===== src/rtl/ltl_seq_pkg.sv =====
// Shared types for the LTL automaton sequencer: FSM states, report FIFO entry and
// backpressure threshold.
package ltl_seq_pkg;

  typedef enum logic [1:0] {IDLE, FLUSH, STREAM, DRAIN} seq_state_t;

  localparam int unsigned RPT_VEC_W    = 4;
  localparam int unsigned RPT_OFF_W    = 16;
  // Free FIFO entries needed to accept a beat: the beat itself plus two in-flight captures.
  localparam int unsigned RPT_FREE_MIN = 3;

  typedef struct packed {
    logic [RPT_VEC_W-1:0] vec;
    logic [RPT_OFF_W-1:0] offset;
  } rpt_entry_t;

endpackage


===== src/rtl/ltl_automata_sequencer_if.sv =====
// Trace input, automaton drive and report output bundle of the sequencer.
// master = sequencer side, slave = front end / automaton / collector side.
interface ltl_automata_sequencer_if #(
  parameter int unsigned NUM_REPORTS = 4,
  parameter int unsigned OFFSET_W    = 16
) ();
  logic                   start;
  logic                   busy;
  logic                   done;
  logic                   in_valid;
  logic                   in_ready;
  logic [7:0]             in_data;
  logic                   in_last;
  logic                   am_reset;
  logic                   am_run;
  logic [7:0]             am_symbols;
  logic [NUM_REPORTS-1:0] am_reports;
  logic                   rpt_valid;
  logic                   rpt_ready;
  logic [NUM_REPORTS-1:0] rpt_vec;
  logic [OFFSET_W-1:0]    rpt_offset;

  modport master (
    input  start, in_valid, in_data, in_last, am_reports, rpt_ready,
    output busy, done, in_ready, am_reset, am_run, am_symbols, rpt_valid, rpt_vec, rpt_offset
  );

  modport slave (
    output start, in_valid, in_data, in_last, am_reports, rpt_ready,
    input  busy, done, in_ready, am_reset, am_run, am_symbols, rpt_valid, rpt_vec, rpt_offset
  );
endinterface


===== src/rtl/ltl_report_fifo.sv =====
// First-word-fall-through FIFO for tagged report entries with occupancy output.
// Push and pop together on a full FIFO are both honoured.
module ltl_report_fifo
  import ltl_seq_pkg::*;
#(
  parameter int unsigned Depth = 4,
  parameter type entry_t = rpt_entry_t
) (
  input  logic                    clk,
  input  logic                    reset,
  input  logic                    i_push,
  input  entry_t                  i_data,
  input  logic                    i_pop,
  output entry_t                  o_data,
  output logic                    o_empty,
  output logic [$clog2(Depth):0]  o_count
);
  localparam int unsigned AW = $clog2(Depth);

  entry_t         r_mem [Depth];
  logic [AW-1:0]  r_wr_ptr;
  logic [AW-1:0]  r_rd_ptr;
  logic [AW:0]    r_count;
  logic           w_full;
  logic           w_do_push;
  logic           w_do_pop;

  assign o_empty   = (r_count == '0);
  assign w_full    = (r_count == (AW+1)'(Depth));
  assign w_do_pop  = i_pop && !o_empty;
  assign w_do_push = i_push && (!w_full || w_do_pop);
  assign o_data    = r_mem[r_rd_ptr];
  assign o_count   = r_count;

  always_ff @(posedge clk) begin
    if (reset) begin
      r_wr_ptr <= '0;
      r_rd_ptr <= '0;
      r_count  <= '0;
    end else begin
      if (w_do_push) r_wr_ptr <= r_wr_ptr + 1'b1;
      if (w_do_pop)  r_rd_ptr <= r_rd_ptr + 1'b1;
      if (w_do_push && !w_do_pop)      r_count <= r_count + 1'b1;
      else if (!w_do_push && w_do_pop) r_count <= r_count - 1'b1;
    end
  end

  always_ff @(posedge clk) begin
    if (w_do_push) r_mem[r_wr_ptr] <= i_data;
  end

endmodule


===== src/rtl/ltl_automata_sequencer.sv =====
// Sequences one LTL monitor automaton over a byte trace and queues nonzero report
// vectors tagged with the offset of the symbol that produced them.
module ltl_automata_sequencer
  import ltl_seq_pkg::*;
#(
  parameter int unsigned NUM_REPORTS  = 4,
  parameter int unsigned OFFSET_W     = 16,
  parameter int unsigned FIFO_DEPTH   = 4,
  parameter int unsigned RESET_CYCLES = 2
) (
  input logic                      clk,
  input logic                      reset,
  ltl_automata_sequencer_if.master bus
);
  localparam int unsigned FlushW = (RESET_CYCLES < 1) ? 1 : $clog2(RESET_CYCLES + 1);
  localparam int unsigned CountW = $clog2(FIFO_DEPTH) + 1;

  typedef struct packed {
    logic [NUM_REPORTS-1:0] vec;
    logic [OFFSET_W-1:0]    offset;
  } entry_t;

  seq_state_t          r_state;
  seq_state_t          w_state_d;
  logic [OFFSET_W-1:0] r_offset;
  logic [FlushW-1:0]   r_flush_cnt;
  logic                r_am_reset;
  logic                r_am_run;
  logic [7:0]          r_am_symbols;
  logic [OFFSET_W-1:0] r_off_s1;
  logic                r_v2;
  logic [OFFSET_W-1:0] r_off_s2;

  logic                w_flush_full;
  logic                w_room;
  logic                w_in_ready;
  logic                w_accept;
  logic                w_done;
  logic                w_push;
  logic                w_pop;
  logic                w_fifo_empty;
  logic [CountW-1:0]   w_fifo_count;
  entry_t              w_push_entry;
  entry_t              w_head;

  assign w_flush_full = (r_flush_cnt == FlushW'(RESET_CYCLES));
  assign w_room       = (int'(w_fifo_count) + int'(RPT_FREE_MIN)) <= int'(FIFO_DEPTH);

  always_comb begin
    w_state_d  = r_state;
    w_in_ready = 1'b0;
    w_accept   = 1'b0;
    w_done     = 1'b0;
    unique case (r_state)
      IDLE: begin
        if (bus.start) w_state_d = FLUSH;
      end
      FLUSH: begin
        w_in_ready = w_flush_full && w_room;
        w_accept   = w_in_ready && bus.in_valid;
        if (w_accept) w_state_d = bus.in_last ? DRAIN : STREAM;
      end
      STREAM: begin
        w_in_ready = w_room;
        w_accept   = w_in_ready && bus.in_valid;
        if (w_accept && bus.in_last) w_state_d = DRAIN;
      end
      DRAIN: begin
        // Both capture stages and the FIFO must be empty before the trace is complete.
        if (!r_am_run && !r_v2 && w_fifo_empty) begin
          w_done    = 1'b1;
          w_state_d = IDLE;
        end
      end
      default: w_state_d = IDLE;
    endcase
  end

  always_ff @(posedge clk) begin
    if (reset) begin
      r_state      <= IDLE;
      r_offset     <= '0;
      r_flush_cnt  <= '0;
      r_am_reset   <= 1'b1;
      r_am_run     <= 1'b0;
      r_am_symbols <= '0;
      r_off_s1     <= '0;
      r_v2         <= 1'b0;
      r_off_s2     <= '0;
    end else begin
      r_state  <= w_state_d;
      r_am_run <= w_accept;
      r_v2     <= r_am_run;
      r_off_s2 <= r_off_s1;
      if (w_accept) begin
        r_am_symbols <= bus.in_data;
        r_off_s1     <= r_offset;
        r_offset     <= r_offset + 1'b1;
        r_am_reset   <= 1'b0;
      end
      if (r_state == IDLE && bus.start) begin
        r_offset    <= '0;
        r_flush_cnt <= '0;
      end else if (r_state == FLUSH && !w_flush_full) begin
        r_flush_cnt <= r_flush_cnt + 1'b1;
      end
      if (w_done) r_am_reset <= 1'b1;
    end
  end

  assign w_push       = r_v2 && (bus.am_reports != '0);
  assign w_push_entry = '{vec: bus.am_reports, offset: r_off_s2};
  assign w_pop        = !w_fifo_empty && bus.rpt_ready;

  ltl_report_fifo #(
    .Depth   (FIFO_DEPTH),
    .entry_t (entry_t)
  ) u_fifo (
    .clk     (clk),
    .reset   (reset),
    .i_push  (w_push),
    .i_data  (w_push_entry),
    .i_pop   (w_pop),
    .o_data  (w_head),
    .o_empty (w_fifo_empty),
    .o_count (w_fifo_count)
  );

  assign bus.busy       = (r_state != IDLE);
  assign bus.done       = w_done;
  assign bus.in_ready   = w_in_ready;
  assign bus.am_reset   = r_am_reset;
  assign bus.am_run     = r_am_run;
  assign bus.am_symbols = r_am_symbols;
  assign bus.rpt_valid  = !w_fifo_empty;
  assign bus.rpt_vec    = w_head.vec;
  assign bus.rpt_offset = w_head.offset;

endmodule


===== src/flat_wrapper.sv =====
// flat-port wrapper written by rule: the top's interface ports become plain ports
module ltl_automata_sequencer_flat import ltl_seq_pkg::*;
#(
  parameter int unsigned NUM_REPORTS  = 4,
  parameter int unsigned OFFSET_W     = 16,
  parameter int unsigned FIFO_DEPTH   = 4,
  parameter int unsigned RESET_CYCLES = 2
)
  (clk, reset, bus_start, bus_in_valid, bus_in_data, bus_in_last, bus_am_reports, bus_rpt_ready, bus_busy, bus_done, bus_in_ready, bus_am_reset, bus_am_run, bus_am_symbols, bus_rpt_valid, bus_rpt_vec, bus_rpt_offset);
  ltl_automata_sequencer_if #(.NUM_REPORTS(NUM_REPORTS), .OFFSET_W(OFFSET_W)) bus_i ();
  input logic clk;
  input logic reset;
  input wire logic [$bits(bus_i.start)-1:0] bus_start;
  input wire logic [$bits(bus_i.in_valid)-1:0] bus_in_valid;
  input wire logic [$bits(bus_i.in_data)-1:0] bus_in_data;
  input wire logic [$bits(bus_i.in_last)-1:0] bus_in_last;
  input wire logic [$bits(bus_i.am_reports)-1:0] bus_am_reports;
  input wire logic [$bits(bus_i.rpt_ready)-1:0] bus_rpt_ready;
  output wire logic [$bits(bus_i.busy)-1:0] bus_busy;
  output wire logic [$bits(bus_i.done)-1:0] bus_done;
  output wire logic [$bits(bus_i.in_ready)-1:0] bus_in_ready;
  output wire logic [$bits(bus_i.am_reset)-1:0] bus_am_reset;
  output wire logic [$bits(bus_i.am_run)-1:0] bus_am_run;
  output wire logic [$bits(bus_i.am_symbols)-1:0] bus_am_symbols;
  output wire logic [$bits(bus_i.rpt_valid)-1:0] bus_rpt_valid;
  output wire logic [$bits(bus_i.rpt_vec)-1:0] bus_rpt_vec;
  output wire logic [$bits(bus_i.rpt_offset)-1:0] bus_rpt_offset;
  assign bus_i.start = bus_start;
  assign bus_i.in_valid = bus_in_valid;
  assign bus_i.in_data = bus_in_data;
  assign bus_i.in_last = bus_in_last;
  assign bus_i.am_reports = bus_am_reports;
  assign bus_i.rpt_ready = bus_rpt_ready;
  assign bus_busy = bus_i.busy;
  assign bus_done = bus_i.done;
  assign bus_in_ready = bus_i.in_ready;
  assign bus_am_reset = bus_i.am_reset;
  assign bus_am_run = bus_i.am_run;
  assign bus_am_symbols = bus_i.am_symbols;
  assign bus_rpt_valid = bus_i.rpt_valid;
  assign bus_rpt_vec = bus_i.rpt_vec;
  assign bus_rpt_offset = bus_i.rpt_offset;
  ltl_automata_sequencer #(.NUM_REPORTS(NUM_REPORTS), .OFFSET_W(OFFSET_W), .FIFO_DEPTH(FIFO_DEPTH), .RESET_CYCLES(RESET_CYCLES)) u_core (.clk(clk), .reset(reset), .bus(bus_i));
endmodule

===== config.mk =====
export PLATFORM = sky130hd
export DESIGN_NAME = ltl_automata_sequencer_flat
export DESIGN_NICKNAME = d
export VERILOG_FILES = /design/src/rtl/ltl_seq_pkg.sv /design/src/rtl/ltl_automata_sequencer_if.sv /design/src/rtl/ltl_report_fifo.sv /design/src/rtl/ltl_automata_sequencer.sv /design/src/flat_wrapper.sv
export SDC_FILE = /design/constraint.sdc
export NUM_CORES = 1
export LEC_CHECK = 0
export ABC_AREA = 0
export BUFFER_PORTS_ARGS = -buffer_cell sky130_fd_sc_hd__buf_2
export CAP_MARGIN = 0
export CORE_MARGIN = 3
export CORE_UTILIZATION = 39
export DETAILED_ROUTE_END_ITERATION = 7
export PLACE_DENSITY = 0.62
export SLEW_MARGIN = 0
export SYNTH_ARGS = -nofsm -noshare
export SYNTH_HDL_FRONTEND = slang
export SYNTH_HIERARCHICAL = 1
export SYNTH_SLANG_ARGS = --single-unit

===== constraint.sdc =====
create_clock -name clk -period 2.85 [get_ports clk]
set_clock_uncertainty 0.15 [all_clocks]
set_input_delay 0.285 -clock clk [delete_from_list [all_inputs] [get_ports clk]]
set_output_delay 0.285 -clock clk [all_outputs]
set_load 0.005 [all_outputs]

==> flow_summary.json <==
{
  "first_pass_iters": 4,
  "clockRootBuffer": "clkbuf_16",
  "clkSinkCount": 152,
  "async_flop_share_pct": 0,
  "postSynthCellCount": 394,
  "worst_r2r_path_depth": 9,
  "crit_fanout": 7,
  "wire_per_inst_um": 16.1,
  "grt_pass1_vias": 3482,
  "dieArea_mm2": 0.0163,
  "max_freq_mhz": 375,
  "crit_type": "reg2reg",
  "p_int_mw": 4.10,
  "cts_made_buffers": 17,
  "slew_headroom_pct": 58.4,
  "cts-htree-levels": 4,
  "fin_tns_setup_ps": 0,
  "num_vias": 3372,
  "period_share_pct": 93.5,
  "regToRegSetupSlack_ps": 180,
  "antenna_found_initial": 0,
  "gp_congestion": 0.728,
  "ctsLongestPathBuffers": 2,
  "final_hold_viol_count": 0,
  "ctsHoldBuffers": 12,
  "core_mm2": 0.0141,
  "regToRegEndpoint": "u_core/u_fifo/o_count[2]",
  "drc": 0,
  "area_growth_pct": 21.2,
  "pre_cts_slack_ps": 253,
  "end_kind": "flop",
  "min_path_cells": 4,
  "grt_max_degree": 42,
  "fp.dieW_um": 128,
  "cap_violations": 0,
  "cts_tree": "yes",
  "hold-path-endpoint": "u_core/r_state[1]",
  "synth-seq-area-share_pct": 66.7,
  "initial_core_util_pct": 40.7,
  "cts_setup_buffers": 0,
  "synth-seq-cells": 152,
  "num_antenna_cells": 0,
  "final_cell_mix": "edfxtp_1, dfxtp_1, buf_2",
  "drv_slew": 0,
  "clock_latency_ps": 410,
  "power_per_cell_area_mw_per_mm2": 752,
  "clk_pin_slew_ps": 60,
  "grt_usage_pct": 14.1,
  "antenna_left": 0,
  "p_comb_share_pct": 9.1,
  "drive_above_1_share_pct": 26.8,
  "fp.dieH_um": 128,
  "hp-class": "in2reg",
  "final_util_pct": 49.3,
  "final-setup-viol-count": 0,
  "status": "finished, final reports clean",
  "drt-initial-drc-count": 209,
  "arrival_ps": 2860,
  "final_net_count": 499,
  "gr-total-overflow": 0,
  "start_kind": "flop",
  "syn_nets": 425,
  "ys_dominant_reg_cell": "edfxtp_1",
  "final_common_cell": "edfxtp_1",
  "r2r_start": "u_core/u_fifo/o_count[0]",
  "grt_pass1_wl_um": 17600,
  "p_sw_mw": 1.15,
  "netlist_area_mm2": 0.00576,
  "port_buffers": 51,
  "period_minus_slack_ps": 2670,
  "min_from": "bus_start",
  "swShare_pct": 21.9,
  "worstMarginPinSlew_ps": 624,
  "power_leakage_nw": 2.61,
  "crit_required_ps": 3040,
  "rsz0062_at_grt": "no",
  "syn_area_per_cell_um2": 14.6,
  "finalWorstSetupSlack_ps": 184,
  "seq_power_share_pct": 46.0,
  "wirelength_um": 10700,
  "ir_drop_mv": 0.458,
  "cts_resized": 0,
  "clockPowerShare_pct": 44.9,
  "dp_hpwl_um": 6670,
  "synth-edff-count": 80,
  "rows": 43,
  "yosys_warnings": 6,
  "viasPerCell": 5.10,
  "synth_cell_type_count": 52,
  "io_pins": 52
}
==> cell families after synthesis <==
logic type | Yosys count | synth area share, %
simple gates | 104 | 10.3
fa+ha+maj | 13 | 2.95
mux | 23 | 8.43
buf+inv | 27 | 2.00
compound gates | 65 | 8.04
flops | 152 | 66.7
xor+xnor | 10 | 1.52
==> power groups by stage <==
stage                     combinational (mW)  sequential (mW)  clock [mW]
after global routing                   0.540             2.42        2.52
after CTS                              0.480             2.41        2.41
after floorplan                        0.336             2.45           0
after detailed placement               0.464             2.46           0
after global placement                 0.449             2.45           0
final                                  0.479             2.41        2.36
==> stage by stage <==
| step | area [µm²] | hold WS [ps] | std cells | power, mW |
|---|---|---|---|---|
| after detailed placement | 6230 | 294 | 617 | 2.92 |
| final | 6980 | 208 | 661 | 5.25 |
| after floorplan | 5760 | 219 | 394 | 2.79 |
| after global placement | 6230 | 291 | 617 | 2.90 |
| after CTS | 6980 | 192 | 661 | 5.30 |
| after global routing | 6980 | 235 | 661 | 5.48 |
==> final cells by class <==
| type | count | area (µm²) |
|---|---|---|
| Fill cell | 1197 | 7170 |
| Sequential cell | 152 | 3840 |
| Multi-Input combinational cell | 215 | 1800 |
| Clock buffer | 22 | 464 |
| Timing Repair Buffer | 72 | 443 |
| Tap cell | 180 | 225 |
| Clock inverter | 10 | 166 |
| Inverter | 10 | 37.5 |
==> cells in the mapped netlist (4+ instances only) <==
| master | instances | area (µm²) |
|---|---|---|
| a21oi_1 | 24 | 120 |
| and2_2 | 4 | 30.0 |
| clkbuf_1 | 12 | 45.0 |
| dfxtp_1 | 72 | 1440 |
| edfxtp_1 | 80 | 2400 |
| ha_1 | 12 | 150 |
| inv_1 | 9 | 33.8 |
| mux4_2 | 20 | 450 |
| nand2_1 | 28 | 105 |
| nand3_1 | 5 | 25.0 |
| nor2_1 | 18 | 67.6 |
| nor2b_1 | 19 | 119 |
| o21ai_0 | 6 | 30.0 |
| o22a_1 | 15 | 131 |
| o31ai_1 | 5 | 37.5 |
| or4_1 | 4 | 30.0 |
| xor2_1 | 7 | 61.3 |
==> per-layer routing <==
| metal | vias to the layer above | routed length, µm | GRT usage [%] |
|---|---|---|---|
| li1 | 1636 | - | - |
| met1 | 1653 | 5020 | 18.3 |
| met2 | 71 | 4960 | 22.5 |
| met3 | 12 | 550 | 4.85 |
| met4 | 0 | 124 | 4.61 |
| met5 | - | 0 | 0 |
==> critical path, stage by stage, from the launching register on <==
cell     delay (ps)
dfxtp_1         480
nor3_1          120
nor2b_1         230
o41a_4          210
ha_1            200
inv_1            70
fa_1            380
xor2_1          160
or3_2           430
a21oi_1         170
==> flip-flops by register name, summed over array words and instances (netlist names), 2 cells and up, named ones only <==
signal,count
u_core/u_fifo/r_mem,80
u_core/r_off_s1,16
u_core/r_off_s2,16
u_core/r_offset,16
u_core/bus.am_symbols,8
u_core/u_fifo/o_count,3
u_core/r_flush_cnt,2
u_core/r_state,2
u_core/u_fifo/r_rd_ptr,2
u_core/u_fifo/r_wr_ptr,2
==> how the worst max path moves through the flow <==
stage	slack [ps]	end	start	cells after the start
global placement	380	u_core/u_fifo/o_count[2]	u_core/u_fifo/o_count[0]	9
floorplan	390	u_core/u_fifo/o_count[2]	u_core/u_fifo/o_count[1]	9
CTS	210	u_core/u_fifo/o_count[2]	u_core/u_fifo/o_count[0]	9
finish	180	u_core/u_fifo/o_count[2]	u_core/u_fifo/o_count[0]	9
detailed placement	250	u_core/u_fifo/o_count[2]	u_core/u_fifo/o_count[0]	9
global route	60	u_core/u_fifo/o_count[2]	u_core/u_fifo/o_count[0]	9
No activity file was read; power rests on OpenSTA's default activity.
